File: src/rtl/ul4_pkg.sv
// ul4_pkg: shared encodings and types for the ul4 sequenced logic unit.
//   DATA_W / OP_W  : operand and op-select widths
//   OP_*           : logic-unit operation encodings
//   ST_*           : ul4_seq FSM state encodings
//   ul4_opnd_t     : latched operand bundle
package ul4_pkg;

    localparam int unsigned DATA_W = 4;
    localparam int unsigned OP_W   = 2;
    localparam int unsigned ST_W   = 2;

    localparam logic [OP_W-1:0] OP_AND = 2'b00;
    localparam logic [OP_W-1:0] OP_OR  = 2'b01;
    localparam logic [OP_W-1:0] OP_XOR = 2'b10;
    localparam logic [OP_W-1:0] OP_NOT = 2'b11;

    localparam logic [ST_W-1:0] ST_IDLE = 2'd0;
    localparam logic [ST_W-1:0] ST_EXEC = 2'd1;
    localparam logic [ST_W-1:0] ST_RESP = 2'd2;

    typedef struct packed {
        logic [DATA_W-1:0] a;
        logic [DATA_W-1:0] b;
        logic [OP_W-1:0]   op;
    } ul4_opnd_t;

endpackage

File: src/rtl/ul4_seq_if.sv
// ul4_seq_if: request/result handshake bundle for ul4_seq.
//   req_valid/req_ready, req_a, req_b, req_op (+ req_chain with UL4_CHAIN_EN)
//   res_valid/res_ready, res_data, res_zero
//   master: the requester / result consumer; slave: ul4_seq.
interface ul4_seq_if;
    import ul4_pkg::*;

    logic              req_valid;
    logic              req_ready;
    logic [DATA_W-1:0] req_a;
    logic [DATA_W-1:0] req_b;
    logic [OP_W-1:0]   req_op;
`ifdef UL4_CHAIN_EN
    logic              req_chain;
`endif
    logic              res_valid;
    logic              res_ready;
    logic [DATA_W-1:0] res_data;
    logic              res_zero;

    modport master (
`ifdef UL4_CHAIN_EN
        output req_chain,
`endif
        output req_valid, req_a, req_b, req_op, res_ready,
        input  req_ready, res_valid, res_data, res_zero
    );

    modport slave (
`ifdef UL4_CHAIN_EN
        input  req_chain,
`endif
        input  req_valid, req_a, req_b, req_op, res_ready,
        output req_ready, res_valid, res_data, res_zero
    );

endinterface

File: src/rtl/ul4.sv
// ul4: 4-bit combinational logic unit.
//   a, b : operands
//   op   : OP_AND / OP_OR / OP_XOR / OP_NOT (NOT ignores b)
//   y_c  : result
module ul4
    import ul4_pkg::*;
(
    input  logic [DATA_W-1:0] a,
    input  logic [DATA_W-1:0] b,
    input  logic [OP_W-1:0]   op,
    output logic [DATA_W-1:0] y_c
);

    always_comb begin
        y_c = '0;
        case (op)
            OP_AND: y_c = a & b;
            OP_OR:  y_c = a | b;
            OP_XOR: y_c = a ^ b;
            OP_NOT: y_c = ~a;
        endcase
    end

endmodule

File: src/rtl/ul4_seq.sv
// ul4_seq: sequences one ul4 operation per request through IDLE -> EXEC -> RESP.
//   clk, rst_n : clock, synchronous active-low reset
//   bus        : ul4_seq_if.slave request/result handshake
//   ops_done   : saturating count of consumed results (OPS_W bits)
// Optional feature: define UL4_CHAIN_EN to add req_chain, which substitutes the
// current res_data for operand A at acceptance.
module ul4_seq
    import ul4_pkg::*;
#(
    parameter int unsigned OPS_W = 8
) (
    input  logic             clk,
    input  logic             rst_n,
    ul4_seq_if.slave         bus,
    output logic [OPS_W-1:0] ops_done
);

    logic [ST_W-1:0]   state_q, state_d;
    ul4_opnd_t         opnd_q, opnd_d;
    logic [DATA_W-1:0] res_data_q, res_data_d;
    logic              res_zero_q, res_zero_d;
    logic              res_valid_q, res_valid_d;
    logic              rdy_q, rdy_d;
    logic [OPS_W-1:0]  ops_q, ops_d;
    logic [DATA_W-1:0] alu_y;

    // Single logic unit, fed only from the latched operands.
    ul4 u_ul4 (
        .a   (opnd_q.a),
        .b   (opnd_q.b),
        .op  (opnd_q.op),
        .y_c (alu_y)
    );

    // Next-state, operand capture, result capture and counter update.
    always_comb begin
        state_d    = state_q;
        opnd_d     = opnd_q;
        res_data_d = res_data_q;
        res_zero_d = res_zero_q;
        ops_d      = ops_q;

        case (state_q)
            ST_IDLE: begin
                if (bus.req_valid) begin
                    opnd_d.a  = bus.req_a;
`ifdef UL4_CHAIN_EN
                    if (bus.req_chain) begin
                        opnd_d.a = res_data_q;
                    end
`endif
                    opnd_d.b  = bus.req_b;
                    opnd_d.op = bus.req_op;
                    state_d   = ST_EXEC;
                end
            end
            ST_EXEC: begin
                res_data_d = alu_y;
                res_zero_d = (alu_y == '0);
                state_d    = ST_RESP;
            end
            ST_RESP: begin
                if (bus.res_ready) begin
                    state_d = ST_IDLE;
                    if (ops_q != '1) begin
                        ops_d = ops_q + OPS_W'(1);
                    end
                end
            end
            default: begin
                state_d = ST_IDLE;
            end
        endcase

        // Handshake flags are registered from the state being entered.
        res_valid_d = (state_d == ST_RESP);
        rdy_d       = (state_d == ST_IDLE);
    end

    always_ff @(posedge clk) begin
        if (!rst_n) begin
            state_q     <= ST_IDLE;
            opnd_q      <= '0;
            res_data_q  <= '0;
            res_zero_q  <= 1'b1;
            res_valid_q <= 1'b0;
            rdy_q       <= 1'b1;
            ops_q       <= '0;
        end else begin
            state_q     <= state_d;
            opnd_q      <= opnd_d;
            res_data_q  <= res_data_d;
            res_zero_q  <= res_zero_d;
            res_valid_q <= res_valid_d;
            rdy_q       <= rdy_d;
            ops_q       <= ops_d;
        end
    end

    // Ready is masked by rst_n so it drops as soon as reset is asserted.
    assign bus.req_ready = rdy_q & rst_n;
    assign bus.res_valid = res_valid_q;
    assign bus.res_data  = res_data_q;
    assign bus.res_zero  = res_zero_q;
    assign ops_done      = ops_q;

endmodule
File: src/flat_wrapper.sv
// flat-port wrapper written by rule: the top's interface ports become plain ports
module ul4_seq_flat import ul4_pkg::*;
#(
    parameter int unsigned OPS_W = 8
)
  (clk, rst_n, ops_done, bus_req_valid, bus_req_a, bus_req_b, bus_req_op, bus_res_ready, bus_req_ready, bus_res_valid, bus_res_data, bus_res_zero);
  ul4_seq_if bus_i ();
  input  logic clk;
  input  logic rst_n;
  output logic [OPS_W-1:0] ops_done;
  input wire logic [$bits(bus_i.req_valid)-1:0] bus_req_valid;
  input wire logic [$bits(bus_i.req_a)-1:0] bus_req_a;
  input wire logic [$bits(bus_i.req_b)-1:0] bus_req_b;
  input wire logic [$bits(bus_i.req_op)-1:0] bus_req_op;
  input wire logic [$bits(bus_i.res_ready)-1:0] bus_res_ready;
  output wire logic [$bits(bus_i.req_ready)-1:0] bus_req_ready;
  output wire logic [$bits(bus_i.res_valid)-1:0] bus_res_valid;
  output wire logic [$bits(bus_i.res_data)-1:0] bus_res_data;
  output wire logic [$bits(bus_i.res_zero)-1:0] bus_res_zero;
  assign bus_i.req_valid = bus_req_valid;
  assign bus_i.req_a = bus_req_a;
  assign bus_i.req_b = bus_req_b;
  assign bus_i.req_op = bus_req_op;
  assign bus_i.res_ready = bus_res_ready;
  assign bus_req_ready = bus_i.req_ready;
  assign bus_res_valid = bus_i.res_valid;
  assign bus_res_data = bus_i.res_data;
  assign bus_res_zero = bus_i.res_zero;
  ul4_seq #(.OPS_W(OPS_W)) u_core (.clk(clk), .rst_n(rst_n), .bus(bus_i), .ops_done(ops_done));
endmodule
File: config.mk
export PLATFORM = sky130hd
export DESIGN_NAME = ul4_seq_flat
export DESIGN_NICKNAME = d
export VERILOG_FILES = /design/src/rtl/ul4_pkg.sv /design/src/rtl/ul4_seq_if.sv /design/src/rtl/ul4.sv /design/src/rtl/ul4_seq.sv /design/src/flat_wrapper.sv
export SDC_FILE = /design/constraint.sdc
export NUM_CORES = 1
export LEC_CHECK = 0
export CAP_MARGIN = 25
export CORE_AREA = 2 2 51 53
export CTS_BUF_LIST = sky130_fd_sc_hd__clkbuf_8 sky130_fd_sc_hd__clkbuf_16
export CTS_CLUSTER_DIAMETER = 80
export CTS_CLUSTER_SIZE = 24
export DETAILED_ROUTE_END_ITERATION = 10
export DIE_AREA = 0 0 53 55
export DONT_BUFFER_PORTS = 1
export PLACE_DENSITY = 0.79
export SLEW_MARGIN = 20
export SYNTH_ARGS = -nofsm -noshare
export SYNTH_HDL_FRONTEND = slang
export SYNTH_SLANG_ARGS = --single-unit
File: constraint.sdc
create_clock -name clk -period 2.7 [get_ports clk]
set_input_delay 0.54 -clock clk [delete_from_list [all_inputs] [get_ports clk]]
set_output_delay 0.54 -clock clk [all_outputs]
set_load 0.01 [all_outputs]
==> results.json <==
{
  "status": "finished, final reports clean",
  "r2r_cells": 5,
  "grt_pass1_vias": 967,
  "startpoint": "u_core.ops_done[0]",
  "cap_violations": 0,
  "slew_violations": 0,
  "hold_depth": 1,
  "synthTopCellsByArea": "dfxtp_1 40%, ha_1 8.4%, nand2_1 7.9%",
  "cts_buffers": 3,
  "synthTopCellsByCount": "28 x nand2_1, 27 x dfxtp_1, 18 x inv_1, 12 x a21oi_1, 12 x nor2_1",
  "die_area_sq_um": 2920,
  "drt_iter0_drc": 22,
  "critical_path.max_fanout": 4,
  "antenna_found_initial": 0,
  "vias": 1001,
  "insertion_delay_ns": 0.27,
  "ir_drop_v": 0.000430,
  "crit_path_start_kind": "flop",
  "yosysWarnings": 0,
  "cp.required_ns": 2.86,
  "synth_fp_nets": 179,
  "core_sq_um": 2360,
  "max_freq_ghz": 0.604,
  "die_x_um": 53,
  "worst_pin_slew_ns": 0.489,
  "grt_overflow": 0,
  "final_cell_count_no_fill": 184,
  "hold_class": "in2reg",
  "drt-total-wl_mm": 2.51,
  "grt_max_degree": 20,
  "grt_first_pass_wirelength_mm": 4.04,
  "hold_viol": 0,
  "tns_ns": 0,
  "max-slew-margin-rel": 0.672,
  "cts_buffer_depth": 2,
  "yosysMostFrequentCell": "nand2_1",
  "setup_viol": 0,
  "syn_to_final_growth_pct": 4.68,
  "synth_top_area_frac": 0.404,
  "synth-seq-area-share": 0.404,
  "p_per_area_nw_per_um2": 527,
  "synth-edff-count": 0,
  "rows": 18,
  "synthArstFlopShare": 0,
  "worstSetupPathType": "reg2reg",
  "path_clk_slew_ns": 0.10,
  "drtPass1Iterations": 4,
  "fin_crit_ns": 1.66,
  "dpl.hpwl_mm": 1.93,
  "clock_sinks": 27,
  "h-tree-depth": 1,
  "dp.cells": 180,
  "rsz0062_at_grt": "no",
  "fin_skew_ns": 0.0119,
  "post-cts-setup-buffers": 0,
  "postSynthAreaPerCell_sq_um": 8.57,
  "nets": 178,
  "hold_start": "rst_n",
  "place_congestion": 0.757,
  "drive_gt1_frac": 0.0714,
  "cts_hold_buf": 0,
  "design_power_total_w": 0.000738,
  "routedWlPerCell_um": 13.6,
  "grt.total_usage": 0.192,
  "antenna-diode-count": 0,
  "io_buffers": 0,
  "critPathCaptureType": "flop",
  "netlist_area_sq_um": 1340,
  "drcViolationCount": 0,
  "synthCells": 156,
  "post-route-period-util": 0.614,
  "ys_dominant_reg_cell": "dfxtp_1",
  "ys_types": 33,
  "ant_nets": 0,
  "synth_top_area_cell": "dfxtp_1",
  "timing.rr.start": "u_core.ops_done[0]",
  "root_buffer": "clkbuf_8",
  "fp.dieH_um": 55,
  "cp.arrival_ns": 1.82,
  "ios": 29,
  "vias_per_cell": 5.44,
  "start_util": 0.566,
  "power.leakage_nw": 0.531,
  "ys_ff_latch": 27,
  "cts-resized-gates": 0,
  "cts_tree": "yes"
}
==> flip-flops by register name, indices dropped and copies added, names as in the netlist <==
name and flops:
u_core.bus.res_data 4, u_core.bus.res_zero 1, u_core.rdy_q 1, u_core.bus.res_valid 1, u_core.ops_done 8, u_core.state_q 2, u_core.opnd_q 10
==> layout by cell type (no fill, tap or decap), drive strengths merged, types with 3 or more instances in the layout <==
master / Yosys / layout
o21ai: 3 / 3
dfxtp: 27 / 27
clkbuf: 5 / 3
ha: 9 / 9
nand3: 4 / 4
mux2i: 6 / 6
and2: 5 / 5
mux4: 3 / 3
inv: 18 / 18
nor2: 12 / 12
nand2: 28 / 28
a21oi: 12 / 12
==> cells by family (layout without fill, tap and decap cells) <==
family | after synthesis | after routing | share of synthesized area
AOI/OAI and AO/OA | 22 | 22 | 0.0963
xor gates and xnor gates | 1 | 1 | 0.00655
adders and majority gates | 9 | 9 | 0.0842
buffers and inverters | 25 | 23 | 0.0711
DFF | 27 | 27 | 0.404
muxes | 10 | 10 | 0.104
and+or+nand+nor | 62 | 62 | 0.234
==> metrics by stage <==
step           worst slack, ns  hold WS (ns)  utilization  cell area, sq um
3_5_place_dp              1.12         0.473        0.571              1350
6_report                  1.04         0.341        0.592              1400
3_3_place_gp              1.18         0.464        0.571              1350
5_1_grt                  0.929         0.343        0.592              1400
2_1_floorplan             1.21         0.454            -              1340
4_1_cts                   1.08         0.341        0.592              1400
==> critical path: stages (launching register included) <==
cell     delay (ns)
dfxtp_1        0.52
ha_1           0.26
nand2_1        0.09
o31ai_1        0.43
xor2_1         0.19
nor2_1         0.06
==> routing by layer <==
layer / global-route usage / vias up / part of all wire
li1: - / 511 / -
met1: 0.227 / 466 / 0.44
met2: 0.329 / 22 / 0.50
met3: 0.0430 / 2 / 0.046
met4: 0.0983 / 0 / 0.0076
met5: 0 / - / 0
==> final timing paths <==
path	end	slack (ns)
min reg2reg	u_core.opnd_q[3]	0.49
max reg2reg	u_core.ops_done[0]	1.04
min	u_core.bus.res_zero	0.34
max	u_core.ops_done[0]	1.04
==> where the power goes <==
| group | total [W] | switching (W) | leakage [nW] | internal, W |
|---|---|---|---|---|
| logic | 0.0000700 | 0.0000385 | 0.289 | 0.0000315 |
| clock network | 0.000233 | 0.000128 | 0.0217 | 0.000105 |
| registers | 0.000435 | 0.0000198 | 0.220 | 0.000416 |
| total | 0.000738 | 0.000186 | 0.531 | 0.000552 |
==> area by class of cell <==
cell class	instances	area, sq um
Clock buffer	3	41.3
Clock inverter	1	7.51
Fill cell	212	965
Inverter	19	71.3
Multi-Input combinational cell	104	702
Sequential cell	27	541
Tap cell	30	37.5
Power figures use the tool's default switching activity.
